$ cat src/rtl/modmult_sm_if.sv
// Start/busy/done handshake and operand bus for the sequential (modular) multiplier.
interface modmult_sm_if #(parameter int W = 32);
  logic         start;
  logic         mode;
  logic [W-1:0] a;
  logic [W-1:0] b;
  logic [W-1:0] m;
  logic         busy;
  logic         done;
  logic         err;
  logic [2*W-1:0] result;

  modport master (output start, mode, a, b, m, input busy, done, err, result);
  modport slave  (input start, mode, a, b, m, output busy, done, err, result);
endinterface

$ cat src/rtl/modmult_sm.sv
// Bit-serial multiplier / Blakley modular multiplier: a consumed MSB first,
// one bit per cycle, with at most two conditional subtractions per step in mode 1.
module modmult_sm #(
  parameter int W = 32
) (
  input logic         clk,
  input logic         reset,
  modmult_sm_if.slave bus
);
  localparam int CW = $clog2(W);

  typedef enum logic [1:0] {IDLE, ITER, DONE} state_t;

  state_t         state;
  logic           mode_q;
  logic [W-1:0]   a_q, b_q, m_q;
  logic [2*W-1:0] r_q;
  logic [CW-1:0]  cnt_q;

  logic [W-1:0]   addend;
  logic [W+1:0]   t0, t1, t2;
  logic [2*W-1:0] r_plain, r_mod, r_next;

  // a_q is shifted left each step, so its MSB is always the current multiplier bit.
  always_comb begin
    addend  = a_q[W-1] ? b_q : '0;
    r_plain = (r_q << 1) + {{W{1'b0}}, addend};
    // 2R + b < 3m since R < m and b < m, so two subtractions bring T back below m.
    t0      = {1'b0, r_q[W-1:0], 1'b0} + {2'b00, addend};
    t1      = (t0 >= {2'b00, m_q}) ? t0 - {2'b00, m_q} : t0;
    t2      = (t1 >= {2'b00, m_q}) ? t1 - {2'b00, m_q} : t1;
    r_mod   = (2*W)'(t2);
    r_next  = mode_q ? r_mod : r_plain;
  end

  always_ff @(posedge clk) begin
    if (reset) begin
      state      <= IDLE;
      mode_q     <= 1'b0;
      a_q        <= '0;
      b_q        <= '0;
      m_q        <= '0;
      r_q        <= '0;
      cnt_q      <= '0;
      bus.busy   <= 1'b0;
      bus.done   <= 1'b0;
      bus.err    <= 1'b0;
      bus.result <= '0;
    end else begin
      case (state)
        IDLE: begin
          if (bus.start) begin
            mode_q     <= bus.mode;
            a_q        <= bus.a;
            b_q        <= bus.b;
            m_q        <= bus.m;
            r_q        <= '0;
            cnt_q      <= '0;
            bus.busy   <= 1'b1;
            bus.result <= '0;
            if (bus.mode && (bus.m == '0 || bus.b >= bus.m)) begin
              bus.err  <= 1'b1;
              bus.done <= 1'b1;
              state    <= DONE;
            end else begin
              bus.err  <= 1'b0;
              state    <= ITER;
            end
          end
        end
        ITER: begin
          r_q   <= r_next;
          a_q   <= a_q << 1;
          cnt_q <= cnt_q + CW'(1);
          if (cnt_q == CW'(W - 1)) begin
            bus.done   <= 1'b1;
            bus.result <= r_next;
            state      <= DONE;
          end
        end
        DONE: begin
          bus.busy <= 1'b0;
          bus.done <= 1'b0;
          state    <= IDLE;
        end
        default: state <= IDLE;
      endcase
    end
  end
endmodule

$ cat src/flat_wrapper.sv
// flat-port wrapper written by rule: the top's interface ports become plain ports
module modmult_sm_flat 
#(
  parameter int W = 32
)
  (clk, reset, bus_start, bus_mode, bus_a, bus_b, bus_m, bus_busy, bus_done, bus_err, bus_result);
  modmult_sm_if #(.W(W)) bus_i ();
  input logic clk;
  input logic reset;
  input wire logic [$bits(bus_i.start)-1:0] bus_start;
  input wire logic [$bits(bus_i.mode)-1:0] bus_mode;
  input wire logic [$bits(bus_i.a)-1:0] bus_a;
  input wire logic [$bits(bus_i.b)-1:0] bus_b;
  input wire logic [$bits(bus_i.m)-1:0] bus_m;
  output wire logic [$bits(bus_i.busy)-1:0] bus_busy;
  output wire logic [$bits(bus_i.done)-1:0] bus_done;
  output wire logic [$bits(bus_i.err)-1:0] bus_err;
  output wire logic [$bits(bus_i.result)-1:0] bus_result;
  assign bus_i.start = bus_start;
  assign bus_i.mode = bus_mode;
  assign bus_i.a = bus_a;
  assign bus_i.b = bus_b;
  assign bus_i.m = bus_m;
  assign bus_busy = bus_i.busy;
  assign bus_done = bus_i.done;
  assign bus_err = bus_i.err;
  assign bus_result = bus_i.result;
  modmult_sm #(.W(W)) u_core (.clk(clk), .reset(reset), .bus(bus_i));
endmodule
$ cat config.mk
export PLATFORM = sky130hd
export DESIGN_NAME = modmult_sm_flat
export DESIGN_NICKNAME = d
export VERILOG_FILES = /design/src/rtl/modmult_sm_if.sv /design/src/rtl/modmult_sm.sv /design/src/flat_wrapper.sv
export SDC_FILE = /design/constraint.sdc
export NUM_CORES = 1
export LEC_CHECK = 0
export CORE_MARGIN = 3
export CORE_UTILIZATION = 25
export DETAILED_ROUTE_END_ITERATION = 8
export GPL_TIMING_DRIVEN = 0
export HOLD_SLACK_MARGIN = 0.12
export PLACE_DENSITY = 0.49
export SLEW_MARGIN = 5
export SYNTH_ARGS = -nofsm -noshare
export SYNTH_HDL_FRONTEND = slang
export SYNTH_SLANG_ARGS = --single-unit
$ cat constraint.sdc
create_clock -name clk -period 11 [get_ports clk]
set_input_delay 1.65 -clock clk [delete_from_list [all_inputs] [get_ports clk]]
set_output_delay 1.65 -clock clk [all_outputs]
set_load 0.05 [all_outputs]
Word level (Yosys, flattened, before mapping)
Index checks and enable logic that the tools add are counted.
- bits in registers: 234
- latch bits: 0
- bits in writable memories: 0
- memory bits (read-only): 0
- input bits: 100
- output and inout port bits: 67
- memories: 0
- $add $sub $neg: 5
- multiply operators: 0
- divide/modulo/power cells: 0
- magnitude comparators: 3
- eq/ne operators: 6
- shift operators: 0
- multiplexer cells: 23
- bitwise operators: 0
- reduce and logical (&&, ||, !) cells: 13
- operator list (kind ; count):
    $mux W64 ; 3
    $pmux W64 S2 ; 1
    $pmux W63 S2 ; 1
    $ge A34 B32 Y1 ; 2
    $mux W34 ; 2
    $sub A34 B32 Y34 ; 2
    $add A64 B32 Y64 ; 1
    $mux W32 ; 2
    $pmux W32 S2 ; 1
    $add A33 B32 Y34 ; 1
    $ge A32 B32 Y1 ; 1
    $logic_not A32 Y1 ; 1
    $pmux W5 S2 ; 1
    $reduce_and A2 Y1 ; 4
    $mux W2 ; 3
    $add A5 B1 Y5 const B ; 1
    $eq A5 B5 Y1 const B ; 1
    $mux W1 ; 5
    $mux W5 ; 1
    $ne A2 B1 Y1 const B ; 2
    $pmux W2 S2 ; 1
    $reduce_and A4 Y1 ; 1
    $reduce_bool A2 Y1 ; 2
    $pmux W1 S3 ; 1
    other kinds (9) ; 9

Longest topological paths before layout
- depth after elaboration: 9
- mapped depth: 40

Worst setup path before layout
OpenSTA, ideal clock, no wires.
- kind: flip-flop to flip-flop
- from: reg u_core.a_q[31]
- to: reg u_core.bus.result[6]
- arrival time: 7.828 ns
- required time: 10.878 ns
- path slack: 3.050 ns
- cell stages (with the launch flop): 36
- path buffers: 5
- period minus slack after synthesis: 7.950 ns
- cells stage by stage: dfxtp_1 clkbuf_1 and2_1 ha_1 and3_2 nand2_1 or4b_4 a21oi_1 o211ai_1 a211o_1 nand4_1 ha_1 a21oi_1 a21boi_0 a311o_1 o2bb2ai_1 a2111o_1 a22oi_2 and2b_1 buf_4 buf_6 buf_2 nand2_1 o21ai_0 ha_1 a21o_1 a21o_1 a211oi_1 a211oi_1 o311a_1 and2_1 o21ai_0 nand4_4 buf_8 o21a_1 a221o_1
- cells in the longest elaborated chain, start to end: 9
- ends and longest elaborated chain (what ; RTL line ; RTL):
    from (decl) ; modmult_sm.sv:16 ; logic [W-1:0] a_q, b_q, m_q;
    from (signal assigned) ; modmult_sm.sv:54 ; a_q <= bus.a;
    from (signal assigned) ; modmult_sm.sv:73 ; a_q <= a_q << 1;
    $mux W32 * ; modmult_sm.sv:26 ; addend = a_q[W-1] ? b_q : '0;
    $add A33 B32 Y34 ; modmult_sm.sv:29 ; t0 = {1'b0, r_q[W-1:0], 1'b0} + {2'b00, addend};
    $sub A34 B32 Y34 or $ge A34 B32 Y1 (tied branches) ; modmult_sm.sv:30 ; t1 = (t0 >= {2'b00, m_q}) ? t0 - {2'b00, m_q} : t0;
    $mux W34 ; modmult_sm.sv:30 ;
    $sub A34 B32 Y34 or $ge A34 B32 Y1 (tied branches) ; modmult_sm.sv:31 ; t2 = (t1 >= {2'b00, m_q}) ? t1 - {2'b00, m_q} : t1;
    $mux W34 ; modmult_sm.sv:31 ;
    $mux W64 * ; modmult_sm.sv:33 ; r_next = mode_q ? r_mod : r_plain;
    $mux W64 * ; modmult_sm.sv:75 ; if (cnt_q == CW'(W - 1)) begin
    $pmux W64 S2 * ; modmult_sm.sv:50 ; case (state)
    to (signal assigned) ; modmult_sm.sv:77 ; bus.result <= r_next;
    to (decl) ; modmult_sm_if.sv:14 ; modport slave (input start, mode, a, b, m, output busy, done, err, result);
Mark *: on every way between the ends. The rest lies on a longest branch, timed or not. The select of a mux whose other input is x is not followed.
A chain may end at the register's enable or synchronous reset.

Final worst setup path
- from: reg u_core.a_q[31]
- to: reg u_core.r_q[11]
- cells in the longest elaborated chain, start to end: 8
- ends and longest elaborated chain (what ; RTL line ; RTL):
    $mux W32 * ; modmult_sm.sv:26 ;
    $add A33 B32 Y34 ; modmult_sm.sv:29 ;
    $sub A34 B32 Y34 or $ge A34 B32 Y1 (tied branches) ; modmult_sm.sv:30 ;
    $mux W34 ; modmult_sm.sv:30 ;
    $sub A34 B32 Y34 or $ge A34 B32 Y1 (tied branches) ; modmult_sm.sv:31 ;
    $mux W34 ; modmult_sm.sv:31 ;
    $mux W64 * ; modmult_sm.sv:33 ;
    $pmux W63 S2 * ; modmult_sm.sv:50 ;
    to (signal assigned) ; modmult_sm.sv:72 ; r_q <= r_next;
    to (decl) ; modmult_sm.sv:17 ; logic [2*W-1:0] r_q;
Mark *: on every way between the ends. The rest lies on a longest branch, timed or not.

==> reports/results.txt <==
Syn. warnings - 0
RSZ-0062 raised after global routing - false
GRT Total Usage - 18.29%
Global-route wire length before repair - 94330 um
Die Y - 257.5 um
Final nets - 2495
Hold Fails Final Rpt - 0
Hold path startpoint - u_core.b_q[8]
Worst-Margin Slew - 924.3 ps
R2r setup slk - 510 ps
Tmin final - 10490 ps
Clk root buf - clkbuf_16
Flops & latches, synth - 234
Largest net degree at the start of global routing - 14
Initial antenna violation count - 2
Mapped Cells - 2066
CTS sink count - 234
Initial DRC Count - 934
Logic pwr share - 71.9%
Worst EP required - 11430 ps
Clk_lat worst skew - 570 ps
DP Wirelength - 51450 um
Synthesized Nets - 2298
Share of layout cells above drive strength 1 - 4.163%
Worst setup EP type - flop
Leading area contributor after synthesis - dfxtp_1
Switch Pwr - 3.473 mW
CP startpoint kind - flop
Vias post-DR - 15830
Leakage power - 7.802 nW
Full die area - 66320 um2
Hold Path Depth - 2
Slowest-stage cell, CP - dfxtp_1
Gr ovfl total - 0
Yosys top cell area share - 29.62%
Clock Tree Buf Depth - 3
CTS H-tree lvls - 1
R2r worst-path depth - 37
Cell Pwr Density - 344.7 nW/um2
Clock Power Share - 14.2%
Setup CP Type - reg2reg
GPL Wtd Cong - 0.9282
Placed insts - 3069
Outcome - completed
Vias in the first global route - 15590
EDFF count, synth - 0
Ports - 167
Routed WL per cell - 20.23 um
Final WL - 63110 um
Core box area - 62170 um2
RR Endpoint - u_core.r_q[11]
F_max - 0.09529 GHz
Flop pwr share - 13.9%
Num CTS Buffers - 29
Power Internal - 3.242 mW
Post-CTS Setup Repair Bufs - 0
Worst path arrival time - 10920 ps
R2r startpoint - u_core.a_q[31]
Max_slew headroom - 38.15%
Vias per inst - 5.076
Tot Pwr - 6.715 mW
Max Cap Viol - 0
Routed Antenna Nets - 0
Die width - 257.5 um
Slowest stage delay, CP - 560 ps
WHS Endpoint - u_core.b_q[8]
Mapped cell area - 15820 um2
Avg Inst Size Synth - 7.656 um2
Final Non-Filler Cells - 3119
Number of library cell types mapped by synthesis - 77
Initial Util - 25.44%
DRC - 0
Finish-stage setup viols - 0
Largest fanout on the critical path - 10
Asr flop ratio synth - 0%
Num rows - 91
Clock Skews - 15.83 ps
Commonest register cell after synthesis - dfxtp_1
VDD IR max - 322.3 uV
Sw frac - 51.72%
Hold/Removal Path Class - reg2reg
Seq/Total Area, Yosys - 29.62%
Syn-to-layout area delta - 23.17%
CP most frequent cell - ha_1
Synth top area cells - dfxtp_1 30%, ha_1 10%, nand2_1 7.8%
TritonCTS clock tree - done
Slew Limit Fails - 0
Tcrit/Tclk final - 95.40%
Final antenna diode count - 0
DR pass1 iterations - 7
Clk slew on worst S/H paths - 60 ps
Port bufs - 165
==> timing repair <==
| item | in CTS | in global routing |
|---|---|---|
| hold buffers | 0 | 0 |
| resized for setup | 1 | 10 |
| cloned | 0 | 0 |
| endpoints found under the setup margin | 23 | 67 |
==> cells in the mapped netlist, drive strengths merged (6+ instances only) <==
| library cell | number |
|---|---|
| a21oi | 237 |
| inv | 104 |
| nand2 | 327 |
| buf | 16 |
| dfxtp | 234 |
| nor2 | 141 |
| a221oi | 9 |
| nand2b | 9 |
| o21ai | 115 |
| a21boi | 8 |
| or2 | 6 |
| and2 | 40 |
| mux2i | 18 |
| mux2 | 20 |
| nor2b | 15 |
| a31oi | 19 |
| ha | 129 |
| xor2 | 41 |
| o21bai | 9 |
| nand3 | 33 |
| and3 | 24 |
| xnor2 | 64 |
| a211oi | 13 |
| a22o | 10 |
| o31ai | 7 |
| a21o | 57 |
| and4 | 7 |
| o21a | 14 |
| clkbuf | 91 |
| or3 | 8 |
| a221o | 7 |
| nor4 | 11 |
| nand4 | 35 |
| o211ai | 14 |
| a22oi | 88 |
| nor3 | 27 |
==> power groups by stage <==
stage	clock (mW)	sequential, mW	combinational [mW]
3_5_place_dp	0	0.948	4.71
3_3_place_gp	0	0.948	4.70
5_1_grt	1.01	0.936	5.19
4_1_cts	0.974	0.930	4.74
2_1_floorplan	0	0.956	3.20
6_report	0.954	0.931	4.83
==> critical path: cells and delay by family (launching register included) <==
| family | cells | cell delay [ps] |
|---|---|---|
| AO/OA/AOI/OAI | 20 | 5370 |
| buffers and inverters | 7 | 1660 |
| AND/OR/NAND/NOR | 6 | 1260 |
| adder cells (fa/ha/maj) | 3 | 1010 |
| flip-flops | 1 | 560 |
| multiplexers | 1 | 430 |
==> how the worst max path moves through the flow <==
stage              startpoint                    to  slack, ps  depth (start not counted)
6_report       u_core.a_q[31]        u_core.r_q[11]        510                         37
4_1_cts        u_core.a_q[31]        u_core.r_q[13]         30                         37
3_5_place_dp   u_core.a_q[31]        u_core.r_q[13]       -140                         37
2_1_floorplan  u_core.a_q[31]  u_core.bus.result[6]       3050                         35
5_1_grt        u_core.a_q[31]        u_core.r_q[11]         30                         37
3_3_place_gp   u_core.a_q[31]        u_core.r_q[24]       -150                         37
==> placed cells by master (no fill, tap or decap), types with 57 or more instances in the layout <==
cell type,n
inv_1,104
o21ai_0,78
dfxtp_1,234
ha_1,129
clkdlybuf4s50_1,165
a22oi_1,87
clkbuf_1,99
a21o_1,57
a21oi_1,236
nor2_1,141
xnor2_1,63
nand2_1,327
==> kinds of logic after synthesis <==
| logic type | after synthesis | synth area share [%] |
|---|---|---|
| fa+ha+maj | 132 | 10.58 |
| buf+inv | 211 | 5.410 |
| mux | 38 | 2.563 |
| simple gates | 697 | 20.11 |
| compound gates | 649 | 25.91 |
| xor+xnor | 105 | 5.814 |
| flops | 234 | 29.62 |
==> metrics by stage <==
step,instance area [um2],setup WS (ps),hold slack (ps),setup TNS [ps],util (%)
6_report,19480,506.2,448.0,0,31.34
3_5_place_dp,18530,-136.9,441.7,-848.1,29.81
4_1_cts,19460,25.09,449.4,0,31.30
5_1_grt,19480,31.34,467.4,0,31.34
3_3_place_gp,18520,-147.3,440.0,-1610,29.79
2_1_floorplan,15820,3050,430.8,0,-
==> layer usage <==
metal	up-vias	wire [um]	global-route usage, %
met3	92	3305	2.716
met2	412	29040	30.80
met5	-	25	0
li1	7792	-	-
met1	7532	28830	24.24
met4	4	1902	5.293
==> registers in the layout, summed over array words and instances, names as in the netlist, 2 cells and up <==
signal,cells
u_core.a_q,32
u_core.b_q,32
u_core.bus.result,64
u_core.cnt_q,5
u_core.m_q,32
u_core.r_q,63
u_core.state,2
==> layout make-up <==
type | instances | area [um2]
Buffer | 107 | 465.4
Clock buffer | 40 | 797.0
Clock inverter | 10 | 131.4
Fill cell | 6684 | 42680
Inverter | 104 | 390.4
Multi-Input combinational cell | 1621 | 10300
Sequential cell | 234 | 4684
Tap cell | 837 | 1047
Timing Repair Buffer | 166 | 1663
Power figures use the tool's default switching activity.
==> RTL change 1: new RTL, same flow settings <==
`W` is set to 32 in 3 places; all go to 16.
--- a/src/rtl/modmult_sm_if.sv
+++ b/src/rtl/modmult_sm_if.sv
@@ -1,4 +1,4 @@
 // Start/busy/done handshake and operand bus for the sequential (modular) multiplier.
-interface modmult_sm_if #(parameter int W = 32);
+interface modmult_sm_if #(parameter int W = 16);
   logic         start;
   logic         mode;
--- a/src/rtl/modmult_sm.sv
+++ b/src/rtl/modmult_sm.sv
@@ -2,5 +2,5 @@
 // one bit per cycle, with at most two conditional subtractions per step in mode 1.
 module modmult_sm #(
-  parameter int W = 32
+  parameter int W = 16
 ) (
   input logic         clk,
--- a/src/flat_wrapper.sv
+++ b/src/flat_wrapper.sv
@@ -2,5 +2,5 @@
 module modmult_sm_flat 
 #(
-  parameter int W = 32
+  parameter int W = 16
 )
   (clk, reset, bus_start, bus_mode, bus_a, bus_b, bus_m, bus_busy, bus_done, bus_err, bus_result);
Interface: changed (resized bus_a, bus_b, bus_m and bus_result); port bits go from 167 to 87. No check against the original RTL was run, so the function may have changed too.
==> RTL change 1 against the original RTL <==
- synthesized cell count shrank 51%
- highest routed layer is now met4
- sequential cell count down 113
- total power is 69% lower
- design area is 50% lower
- clock power fell by 41%
- area after synthesis is 51% lower
- maximum frequency up 30%
- critical path depth down 6
- largest power group unchanged
- routed wire length shrank 58%
- worst setup slack improved by 2400 ps
==> RTL change 1: results (changes against the original RTL) <==
| Metric | Reported | Unit | Change |
| --- | --- | --- | --- |
| Half-perimeter wire length after placement | 20,900 | um | -59% |
| Detailed Routing Iterations Pass 1 | 5 | - | -2 |
| Post-CTS resize count | 0 | - | -1 |
| Pin count of the biggest net entering global routing | 17 | - | +3 |
| Count of placed standard cells including taps | 1,497 | - | -51% |
| Overall fraction of global-route tracks in use | 15.7 | % | -2.6 points |
| Worst slack, placed | 3100 | ps | +3230 ps |
| Ratio of cells with drive above 1 in the final layout | 4.68 | % | +0.52 points |
| Largest cells by area after synthesis | dfxtp_1, ha_1, a21oi_1, nand2_1, nor2_1 | - |  |
| Unique masters post-synth | 70 | - | -9.1% |
| Biggest regs | u_core.bus.result x32, u_core.r_q x31 | - |  |
| Wire length of the first global-routing pass | 41,200 | um | -56% |
| Max VDD drop | 0.110 | mV | -66% |
| Warnings from Yosys | 0 | - | unchanged |
| Data arrival, critical path | 8430 | ps | -2490 ps |
| Num CTS Buffers | 17 | - | -41% |
| Met2 track demand over resource | 24.4 | % | -6.4 points |
| Status | finished clean | - |  |
| Clock skew after layout | 10.0 | ps | -5.79 ps |
| Number of input and output port buffers inserted | 86 | - | -48% |
| Source-to-sink clock delay at the later pin of the worst-skew pair | 420 | ps | -150 ps |
| CP max stage cell | a2111oi_0 | - |  |
| DRT iter0 DRCs | 583 | - | -38% |
| Power in the clock group | 562 | uW | -41% |
| Routed wire length on met3 | 1110 | um | -67% |
| Final wirelength | 26,500 | um | -58% |
| # H-tree levels | 4 | - | +3 |
| Vias in the first global route | 7,355 | - | -53% |
| Routing usage on met3 | 2.20 | % | -0.51 points |
| Switching component of the power | 895 | uW | -74% |
| Filler cell count in the final layout | 3,392 | - | -49% |
| Layout net count | 1,239 | - | -50% |
| Slew headroom | 22.5 | % | -16 points |
| Syn nets | 1,134 | - | -51% |
| Power per standard cell area | 212 | nW/um^2 | -39% |
| Detailed-routing wirelength on met1 | 13,100 | um | -55% |
| Mean Syn Cell Area | 7.71 | sq um | +0.74% |
| GR met1 Demand/Resource | 22.4 | % | -1.8 points |
| Share of synthesized area occupied by flip-flops and latches | 30.9 | % | +1.3 points |
| Final weighted congestion in routability-driven placement | 0.879 | - | -5.3% |
| Sequential cell area | 2420 | sq um | -48% |
| Delay of the slowest cell on the worst path | 600 | ps | +40 ps |
| Leading cell types by count after synthesis | nand2_1, a21oi_1, dfxtp_1 | - |  |
| Remaining design rule violation count | 0 | - | unchanged |
| Post-DP Area | 9190 | sq um | -50% |
| CTS Buffer Depth | 2 | - | -1 |
[RTL change 1: kinds of logic after synthesis]
logic type,Yosys count,share of synthesized area [%]
DFF,121,30.9
muxes,11,1.45
AOI/OAI and AO/OA,322,26.1
adders and majority gates,67,11.0
xor gates and xnor gates,50,5.59
buffers and inverters,99,4.97
and+or+nand+nor,345,19.9
[RTL change 1: final cells by class]
type / count / share of cell area (%)
tap: 396 / 5.07
clock buffer: 18 / 4.50
multi-input combinational: 795 / 51.4
sequential: 121 / 24.8
clock inverter: 13 / 1.47
timing repair buffer: 86 / 8.81
buffer: 45 / 1.91
inverter: 54 / 2.08
[RTL change 1: path summary, 6_finish.rpt]
kind                        from        endpoint  cells after the start  slack, ps
setup reg to reg  u_core.a_q[15]  u_core.r_q[17]                     31       2930
hold / removal    u_core.a_q[13]  u_core.a_q[13]                      2        450
setup / recovery  u_core.a_q[15]  u_core.r_q[17]                     31       2930
hold reg to reg   u_core.a_q[13]  u_core.a_q[13]                      2        450
==> RTL change 2: new RTL, same flow settings <==
Without the edit above. Re-encode `state_t` (3 states) as one-hot, 3 bits wide.
--- a/src/rtl/modmult_sm.sv
+++ b/src/rtl/modmult_sm.sv
@@ -10,5 +10,5 @@
   localparam int CW = $clog2(W);
 
-  typedef enum logic [1:0] {IDLE, ITER, DONE} state_t;
+  typedef enum logic [2:0] {IDLE = 3'b001, ITER = 3'b010, DONE = 3'b100} state_t;
 
   state_t         state;
Behaviour: same outputs for any inputs over 4 cycles, from zero or initial values and one cycle with reset high; so few cycles prove little.
==> RTL change 2 against the original RTL <==
- routed wire length rose by 8.2%
- area after synthesis rose by 3.4%
- final cell count rose by 3.9%
- design area rose by 3.5%
- worst setup slack got worse by 27 ps
- sequential cell count rose by 1
- maximum frequency fell by 0.25%
Power is not compared: it rests on default switching activity, and its combinational part moved more than twofold at a synthesized area within 25%.
==> RTL change 2: results (changes against the original RTL) <==
| Metric | Reported | Unit | Change |
| --- | --- | --- | --- |
| Syn nets | 2,395 | - | +4.2% |
| Type of the tightest min-delay check | reg -> reg | - |  |
| Delay of the slowest cell on the worst path | 620 | ps | +60 ps |
| Unique masters post-synth | 87 | - | +13% |
| Portion of netlist area occupied by mux cells | 2.43 | % | -0.13 points |
| Overall fraction of global-route tracks in use | 19.2 | % | +0.91 points |
| Synth Area in XOR/XNOR | 5.88 | % | +0.067 points |
| Final weighted congestion in routability-driven placement | 0.945 | - | +1.8% |
| Clock skew after layout | 18.5 | ps | +2.65 ps |
| DRT iter0 DRCs | 1,461 | - | +56% |
| Clock-pin slew on the worst setup and hold paths | 70 | ps |  |
| Vias in the first global route | 16.2k | - | +3.6% |
| Maximum fanout along the worst path | 10 | - | unchanged |
| Half-perimeter wire length after placement | 55,700 | um | +8.2% |
| Worst hold margin | 451 | ps | +2.59 ps |
| Pin count of the biggest net entering global routing | 15 | - | +1 |
| Num CTS Buffers | 29 | - | unchanged |
| Post-Synth Adder-Cell Area | 10.2 | % | -0.35 points |
| Share of synthesized area occupied by flip-flops and latches | 28.8 | % | -0.86 points |
| Post-DP Area | 19,100 | sq um | +3.0% |
| Launching instance or port of the critical path | u_core.a_q[31] | - |  |
| Status | finished clean | - |  |
| Reported leakage power | 8.14 | nW |  |
| Worst reg2reg path depth | 35 | - | -5.4% |
| Startpoint of the tightest hold check path | u_core.b_q[15] | - |  |
| Compound-Gate Fraction of Synth Area | 25.7 | % | -0.22 points |
| # H-tree levels | 1 | - | unchanged |
| Capturing element of the worst setup path | u_core.bus.result[26] | - |  |
| Reg2reg setup slack | 480 | ps | -30 ps |
| Reported sequential group power | 909 | uW |  |
| Layout net count | 2,594 | - | +4.0% |
| Leading cell types by count after synthesis | nand2_1, dfxtp_1, a21oi_1 | - |  |
| Switching component of the power | 1.41 | mW |  |
| Filler cell count in the final layout | 6,927 | - | +3.6% |
| Wire length of the first global-routing pass | 100,000 | um | +6.2% |
| Via-per-instance ratio | 5.18 | - | +2.0% |
| Slew at the pin closest to its max-slew limit | 1320 | ps | +395 ps |
| Worst Hold Endpoint | u_core.b_q[15] | - |  |
| Data arrival, critical path | 10,940 | ps | +20 ps |
| Largest cells by area after synthesis | dfxtp_1, ha_1, nand2_1, a21oi_1, nor2_1 | - |  |
| Top_reg_cell synth | dfxtp_1 | - |  |
| CP max stage cell | a221oi_1 | - |  |
| Antenna violations before repair | 1 | - | -1 |
| Ratio of cells with drive above 1 in the final layout | 4.70 | % | +0.53 points |
| Detailed Routing Iterations Pass 1 | 7 | - | unchanged |
| Reg power frac | 25.7 | % |  |
| Final wirelength | 68,300 | um | +8.2% |
[RTL change 2: changes by cell type in the layout (fill, tap and decap cells not counted), sizes merged, moves of 14 or more]
cell,unedited run,this run
nand2,327,365
o21ai,115,96
nor2,141,176
a311oi,2,39
nand2b,9,23
a22oi,88,24
[RTL change 2: per-stage QoR]
step / setup WS (ps) / util (%) / cells
CTS: 321 / 31.2 / 3236
global placement: 400 / 29.5 / 3183
detailed placement: 356 / 29.5 / 3183
global route: 36.2 / 31.2 / 3240
floorplan: 3320 / - / 2163
finish: 480 / 31.2 / 3240
[RTL change 2: layout make-up]
class,count,area (sq um),area share [%]
antenna,1,2.50,0.0124
buffer,113,470,2.33
clock buffer,36,762,3.78
clock inverter,17,284,1.41
inverter,106,398,1.97
multi-input combinational,1709,10800,53.5
sequential,235,4710,23.3
tap,855,1070,5.31
timing repair buffer,168,1670,8.30
[RTL change 2: critical path, delay by kind of cell, from the launching register on]
family / cells / cell delay, ps
muxes: 1 / 360
DFF: 1 / 500
adders and majority gates: 3 / 1010
and+or+nand+nor: 10 / 1980
xor gates and xnor gates: 1 / 310
buffers and inverters: 4 / 1170
AOI/OAI and AO/OA: 16 / 5020
[RTL change 2: routing by layer]
metal  up-vias  part of all wire, %  global-route usage [%]
met5         -                    0                       0
met4         0                  2.8                    5.50
met3        87                  5.2                    2.44
met2       483                   45                    31.6
met1      8082                   46                    26.3
li1       8116                    -                       -
[RTL change 2: cells by family after synthesis]
group / count (synthesis)
AOI/OAI and AO/OA: 639
xor gates and xnor gates: 109
adders and majority gates: 132
buffers and inverters: 219
DFF: 235
muxes: 37
and+or+nand+nor: 792
[RTL change 2: timing repair]
item,4_1_cts,5_1_grt
resized for setup,0,3
setup endpoints to repair,0,58
buffers inserted,0,3
